===== config.mk =====
export PLATFORM = sky130hd
export DESIGN_NAME = drive_cmd_json_tx
export DESIGN_NICKNAME = d
export VERILOG_FILES = /design/src/rtl/drive_cmd_pkg.sv /design/src/rtl/drive_cmd_json_tx_uart.sv /design/src/rtl/drive_cmd_json_tx.sv
export SDC_FILE = /design/constraint.sdc
export NUM_CORES = 1
export LEC_CHECK = 0
export CORE_MARGIN = 2
export CORE_UTILIZATION = 35
export CTS_CLUSTER_DIAMETER = 100
export DETAILED_ROUTE_END_ITERATION = 10
export PLACE_DENSITY = 0.49
export SLEW_MARGIN = 30
export SYNTH_ARGS = -nofsm -noshare
export SYNTH_HDL_FRONTEND = slang
export SYNTH_SLANG_ARGS = --single-unit

===== constraint.sdc =====
create_clock -name clk -period 3.2 [get_ports clk]
set_input_delay 0.96 -clock clk [delete_from_list [all_inputs] [get_ports clk]]
set_output_delay 0.96 -clock clk [all_outputs]
set_load 0.005 [all_outputs]

===== src/rtl/drive_cmd_pkg.sv =====
// rtl/drive_cmd_pkg.sv - drive codes, JSON command template and field encoding for the motor UART link
package drive_cmd_pkg;

    localparam logic [3:0] STOP     = 4'd0;
    localparam logic [3:0] FWD      = 4'd1;
    localparam logic [3:0] REV      = 4'd2;
    localparam logic [3:0] SPIN_L   = 4'd3;
    localparam logic [3:0] SPIN_R   = 4'd4;
    localparam logic [3:0] VEER_L   = 4'd5;
    localparam logic [3:0] VEER_R   = 4'd6;
    localparam logic [3:0] FWD_SLOW = 4'd7;
    localparam logic [3:0] REV_SLOW = 4'd8;

    localparam int MSG_LEN   = 28;
    localparam int L_OFS     = 11;
    localparam int R_OFS     = 21;
    localparam int FIELD_LEN = 5;

    // Field bytes here are placeholders; msg_byte overlays the encoded L/R values.
    localparam logic [8*MSG_LEN-1:0] MSG_TEMPLATE =
        {"{\"T\":1,\"L\":+0.00,\"R\":+0.00}", 8'h0A};

    typedef struct packed {
        logic [8*FIELD_LEN-1:0] l;
        logic [8*FIELD_LEN-1:0] r;
    } fields_t;

    typedef enum logic [1:0] {IDLE, LOAD, SEND, DONE} state_t;

    function automatic fields_t code_fields(input logic [3:0] code);
        fields_t f;
        case (code)
            FWD:      f = {"+0.50", "+0.50"};
            REV:      f = {"-0.50", "-0.50"};
            SPIN_L:   f = {"-0.30", "+0.30"};
            SPIN_R:   f = {"+0.30", "-0.30"};
            VEER_L:   f = {"+0.25", "+0.50"};
            VEER_R:   f = {"+0.50", "+0.25"};
            FWD_SLOW: f = {"+0.20", "+0.20"};
            REV_SLOW: f = {"-0.20", "-0.20"};
            default:  f = {"+0.00", "+0.00"};
        endcase
        return f;
    endfunction

    function automatic logic [7:0] msg_byte(input logic [3:0] code, input logic [4:0] idx);
        fields_t f;
        int i;
        f = code_fields(code);
        i = int'(idx);
        if (i >= L_OFS && i < L_OFS + FIELD_LEN)
            return f.l[8*(FIELD_LEN-1-(i-L_OFS)) +: 8];
        else if (i >= R_OFS && i < R_OFS + FIELD_LEN)
            return f.r[8*(FIELD_LEN-1-(i-R_OFS)) +: 8];
        else if (i < MSG_LEN)
            return MSG_TEMPLATE[8*(MSG_LEN-1-i) +: 8];
        else
            return 8'h0A;
    endfunction

endpackage


===== src/rtl/drive_cmd_json_tx_uart.sv =====
// rtl/drive_cmd_json_tx_uart.sv - 8N1 LSB-first UART byte serializer with valid/ready input
module uart_tx_byte #(
    parameter int DIV = 434
) (
    input  logic       clk,
    input  logic       rst_n,
    input  logic [7:0] data,
    input  logic       valid,
    output logic       ready,
    output logic       tx,
    output logic       byte_done
);

    localparam int CW = (DIV > 1) ? $clog2(DIV) : 1;

    logic          active;
    logic [CW-1:0] div_cnt;
    logic [3:0]    bit_cnt;
    logic [8:0]    frame;
    logic          last;

    // Ready during the final stop-bit cycle lets the next byte start with no idle gap.
    assign last      = active && (div_cnt == CW'(DIV-1)) && (bit_cnt == 4'd9);
    assign ready     = !active || last;
    assign byte_done = last;

    always_ff @(posedge clk) begin
        if (!rst_n) begin
            active  <= 1'b0;
            div_cnt <= '0;
            bit_cnt <= '0;
            frame   <= '1;
            tx      <= 1'b1;
        end else if (valid && ready) begin
            frame   <= {1'b1, data};
            tx      <= 1'b0;
            active  <= 1'b1;
            div_cnt <= '0;
            bit_cnt <= '0;
        end else if (last) begin
            active <= 1'b0;
            tx     <= 1'b1;
        end else if (active) begin
            if (div_cnt == CW'(DIV-1)) begin
                div_cnt <= '0;
                bit_cnt <= bit_cnt + 4'd1;
                tx      <= frame[0];
                frame   <= {1'b1, frame[8:1]};
            end else begin
                div_cnt <= div_cnt + 1'b1;
            end
        end
    end

endmodule


===== src/rtl/drive_cmd_json_tx.sv =====
// rtl/drive_cmd_json_tx.sv - emits a JSON wheel-speed command over UART on state change, resend or heartbeat
module drive_cmd_json_tx
    import drive_cmd_pkg::*;
#(
    parameter int CLK_HZ       = 50_000_000,
    parameter int BAUD         = 115200,
    parameter int HEARTBEAT_MS = 200
) (
    input  logic       clk,
    input  logic       rst_n,
    input  logic [3:0] drive_state,
    input  logic       send_req,
    output logic       tx,
    output logic       busy,
    output logic       done,
    output logic [3:0] sent_state
);

    localparam int DIV       = (CLK_HZ + BAUD/2) / BAUD;
    localparam int HB_CYCLES = CLK_HZ / 1000 * HEARTBEAT_MS;
    localparam int HW        = $clog2(HB_CYCLES + 1);

    state_t        state;
    logic          pending;
    logic [3:0]    snap;
    logic [4:0]    idx;
    logic [HW-1:0] hb_cnt;

    logic          hb_hit;
    logic          trigger;
    logic [4:0]    hand_idx;
    logic          byte_valid;
    logic          byte_ready;
    logic          byte_done;
    logic [7:0]    byte_data;

    assign hb_hit  = (hb_cnt == HW'(HB_CYCLES-1));
    assign trigger = (drive_state != sent_state) || pending || send_req || hb_hit;

    // idx is the byte in flight; the serializer is offered the one after it so bytes run back to back.
    assign hand_idx   = (state == LOAD) ? 5'd0 : idx + 5'd1;
    assign byte_valid = (state == LOAD) || ((state == SEND) && (idx != 5'(MSG_LEN-1)));
    assign byte_data  = msg_byte(snap, hand_idx);

    uart_tx_byte #(.DIV(DIV)) u_uart (
        .clk       (clk),
        .rst_n     (rst_n),
        .data      (byte_data),
        .valid     (byte_valid),
        .ready     (byte_ready),
        .tx        (tx),
        .byte_done (byte_done)
    );

    always_ff @(posedge clk) begin
        if (!rst_n) begin
            state      <= IDLE;
            pending    <= 1'b1;
            snap       <= STOP;
            idx        <= '0;
            hb_cnt     <= '0;
            busy       <= 1'b0;
            done       <= 1'b0;
            sent_state <= STOP;
        end else begin
            done <= 1'b0;
            if (send_req && state != IDLE)
                pending <= 1'b1;
            case (state)
                IDLE: begin
                    if (!hb_hit)
                        hb_cnt <= hb_cnt + 1'b1;
                    if (trigger) begin
                        snap    <= drive_state;
                        pending <= 1'b0;
                        state   <= LOAD;
                    end
                end
                LOAD: begin
                    idx   <= '0;
                    busy  <= 1'b1;
                    state <= SEND;
                end
                SEND: begin
                    if (byte_done) begin
                        if (idx == 5'(MSG_LEN-1)) begin
                            busy       <= 1'b0;
                            done       <= 1'b1;
                            sent_state <= snap;
                            state      <= DONE;
                        end else begin
                            idx <= idx + 5'd1;
                        end
                    end
                end
                DONE: begin
                    hb_cnt <= '0;
                    state  <= IDLE;
                end
                default: state <= IDLE;
            endcase
        end
    end

    logic unused_ready;
    assign unused_ready = byte_ready;

endmodule


==> out/results.ini <==
[setup_path]
regToRegEndpoint = u_uart.frame[1]
endpoint = u_uart.frame[1]
cp-end-kind = flop
rrSetupSlack_ns = 0.23
startpoint = state[1]
critPathRequiredTime_ns = 3.40
setup.worst_path.class = flop to flop
worstPathMaxFanout = 6
worst_r2r_path_depth = 12
critPathArrivalTime_ns = 3.17
rr_startpoint = state[1]
cp-start-kind = flop

[floorplanning]
io_pins = 14
die_w_microns = 122.2
fp.dieH_microns = 122.2
core_sq_um = 13770
fp.dieArea_sq_um = 14930
start_util_pct = 35.49
core.rowCount = 43

[min_path]
min_path_cells = 2
min_path_type = flop to flop

[timing]
fin_crit_ns = 2.969
skew_ns = 0.006157
finalMaxSlewViolations = 0
period_share_pct = 92.79
rsz0062_at_grt = yes
max_freq_mhz = 336.8
worst_pin_slew_ns = 0.8520
finalHoldViolations = 0
slew_headroom_pct = 42.77
finalSetupViolCount = 0

[layout]
drive_gt1_share_pct = 11.54
finish.net_count = 675
diodes = 0
mostFrequentLayoutCells = nor2_1 (81), dfxtp_1 (77), nand2_1 (66), a21oi_1 (37), buf_4 (33)
area_growth_pct = 16.18
fin_util_pct = 41.23
final_common_cell = nor2_1
fillers = 1451

[route]
routed_via_density = 5.307
routedWlPerCell_microns = 15.11
first_pass_iters = 5
route.final.wire_length_microns = 12540
first_iter_violations = 363
drc = 0
route.vias.total = 4405
postRouteAntennaNets = 0

[grt]
track_usage_pct = 17.84
grt_pass1_wl_microns = 21250
grt.overflow.total = 0
antenna_found_initial = 0
grt_max_degree = 24
grt_pass1_vias = 4185

[yosys]
yosys.cell_types.count = 76
synth_top_family_by_area = simple AND/OR/NAND/NOR gates
synth_ff_type = dfxtp_1
synth_area_leaders = dfxtp_1 (32%), nor2_1 (6.2%), ha_1 (5.9%), nand2_1 (5.1%), xnor2_1 (5.0%)
yosys.area_share.simple_pct = 27.67
syn_inst = 617
yosys.area.top_type = dfxtp_1
synth_compound_area_share_pct = 17.76
seq_area_frac_synth_pct = 31.53
syn-cell-area_sq_um = 4888
synth-xor-area-share_pct = 9.675
muxShareOfSynthArea_pct = 3.123
synth_edf_count = 0
ys_warn_count = 0
synthAdderAreaFrac_pct = 5.887
synth_nets = 647
synth.top_cell.area_share_pct = 31.53
async_flop_share_pct = 0
ys_ff_latch = 77
avgSynthCellArea_sq_um = 7.923

[clocking]
h-tree-depth = 3
cts_sinks = 77
insertion_delay_ns = 0.33
cts_setup_buffers = 0
cts_root_buf = clkbuf_16
clock_path_buffers = 2
clkTransAtPathRegs_ns = 0.06
cts_made_buffers = 9
postCtsHoldBufs = 0
cts_tree = yes

[power]
power.leakage_nw = 2.142
seqPwrFrac_pct = 33.4
p_int_mw = 2.332
vdd_drop_max_uv = 299.9
power.clock.fraction_pct = 27.1
p_switching_mw = 1.373
finalPower_mw = 3.704
switching_share_pct = 37.06
pwr-share-comb_pct = 39.6
power_density_nw_per_um2 = 652.2

[placed_design]
gp_congestion = 0.8599
port_buffers = 13
dp_hpwl_microns = 9150

[status]
status = completed

[run]
maxCapViolCount = 0

repair_timing:
| action | CTS | global route |
|---|---|---|
| gates resized for setup | 0 | 6 |
| hold endpoints to repair | 0 | 0 |
| endpoints found under the setup margin | 0 | 7 |
critical path, stage by stage, from the launching register on:
cell and delay (ns):
dfxtp_1 0.37, inv_1 0.08, ha_1 0.24, buf_4 0.17, nand2b_1 0.16, ha_1 0.25, or4b_1 0.47, o32a_1 0.18
o21ai_1 0.13, mux2i_1 0.10, o2111a_2 0.18, a221oi_1 0.39, o211ai_1 0.12
through the flow:
step                        TNS, ns  instance area, sq um  hold slack [ns]  worst slack, ns  cells
after global placement            0                  5366           0.4471          0.05036    814
after floorplan                   0                  4888           0.4411           0.3322    617
after detailed placement          0                  5366           0.4589          0.04124    814
after CTS                         0                  5659           0.4706           0.1319    830
after global routing      -0.003869                  5679           0.5106        -0.003869    830
final                             0                  5679           0.4712           0.2308    830
worst min path at each step:
stage,start,end,slack (ns)
final,busy,busy,0.47
after global routing,busy,busy,0.51
after CTS,busy,busy,0.47
after detailed placement,busy,busy,0.46
after global placement,busy,busy,0.45
after floorplan,u_uart.frame[7],u_uart.frame[7],0.44
synthesized netlist by cell type (all sizes together), types with 4 or more instances:
cell type  number
a21oi          38
a221oi          5
a31oi          10
and2            8
and3            6
and4            5
buf             6
clkbuf         23
dfxtp          77
ha             23
inv            20
mux2i          11
nand2          66
nand2b         13
nand3          22
nand4          10
nand4b          4
nor2           84
nor2b           9
nor3           18
nor4            7
o21ai          32
o22ai           6
or2             7
xnor2          30
xor2           21
per-layer routing:
layer | global-route usage (%) | share of wire, %
met5 | 0 | 0
met4 | 5.244 | 1.3
met2 | 28.49 | 46
met1 | 25.01 | 50
met3 | 2.434 | 3.5
cell type report:
type                       count  area (sq um)  area share [%]
clock buffer                  11         232.7           4.098
clock inverter                 5         60.06           1.058
inverter                      22         87.58           1.542
multi-input combinational    489          3154           55.54
sequential                    77          1541           27.14
tap                          180         225.2           3.966
timing repair buffer          46         377.9           6.653
kinds of logic after synthesis:
family | after synthesis
and+or+nand+nor | 271
AOI/OAI and AO/OA | 131
DFF | 77
xor gates and xnor gates | 51
buffers and inverters | 51
adders and majority gates | 23
muxes | 13
power groups by stage:
stage	clock, mW	sequential, mW	combinational [mW]
3_5_place_dp	0	1.25	1.44
3_3_place_gp	0	1.26	1.42
2_1_floorplan	0	1.21	1.06
4_1_cts	1.04	1.24	1.45
6_report	1.00	1.24	1.47
5_1_grt	1.08	1.26	1.65
(Power assumes the default switching activity.)
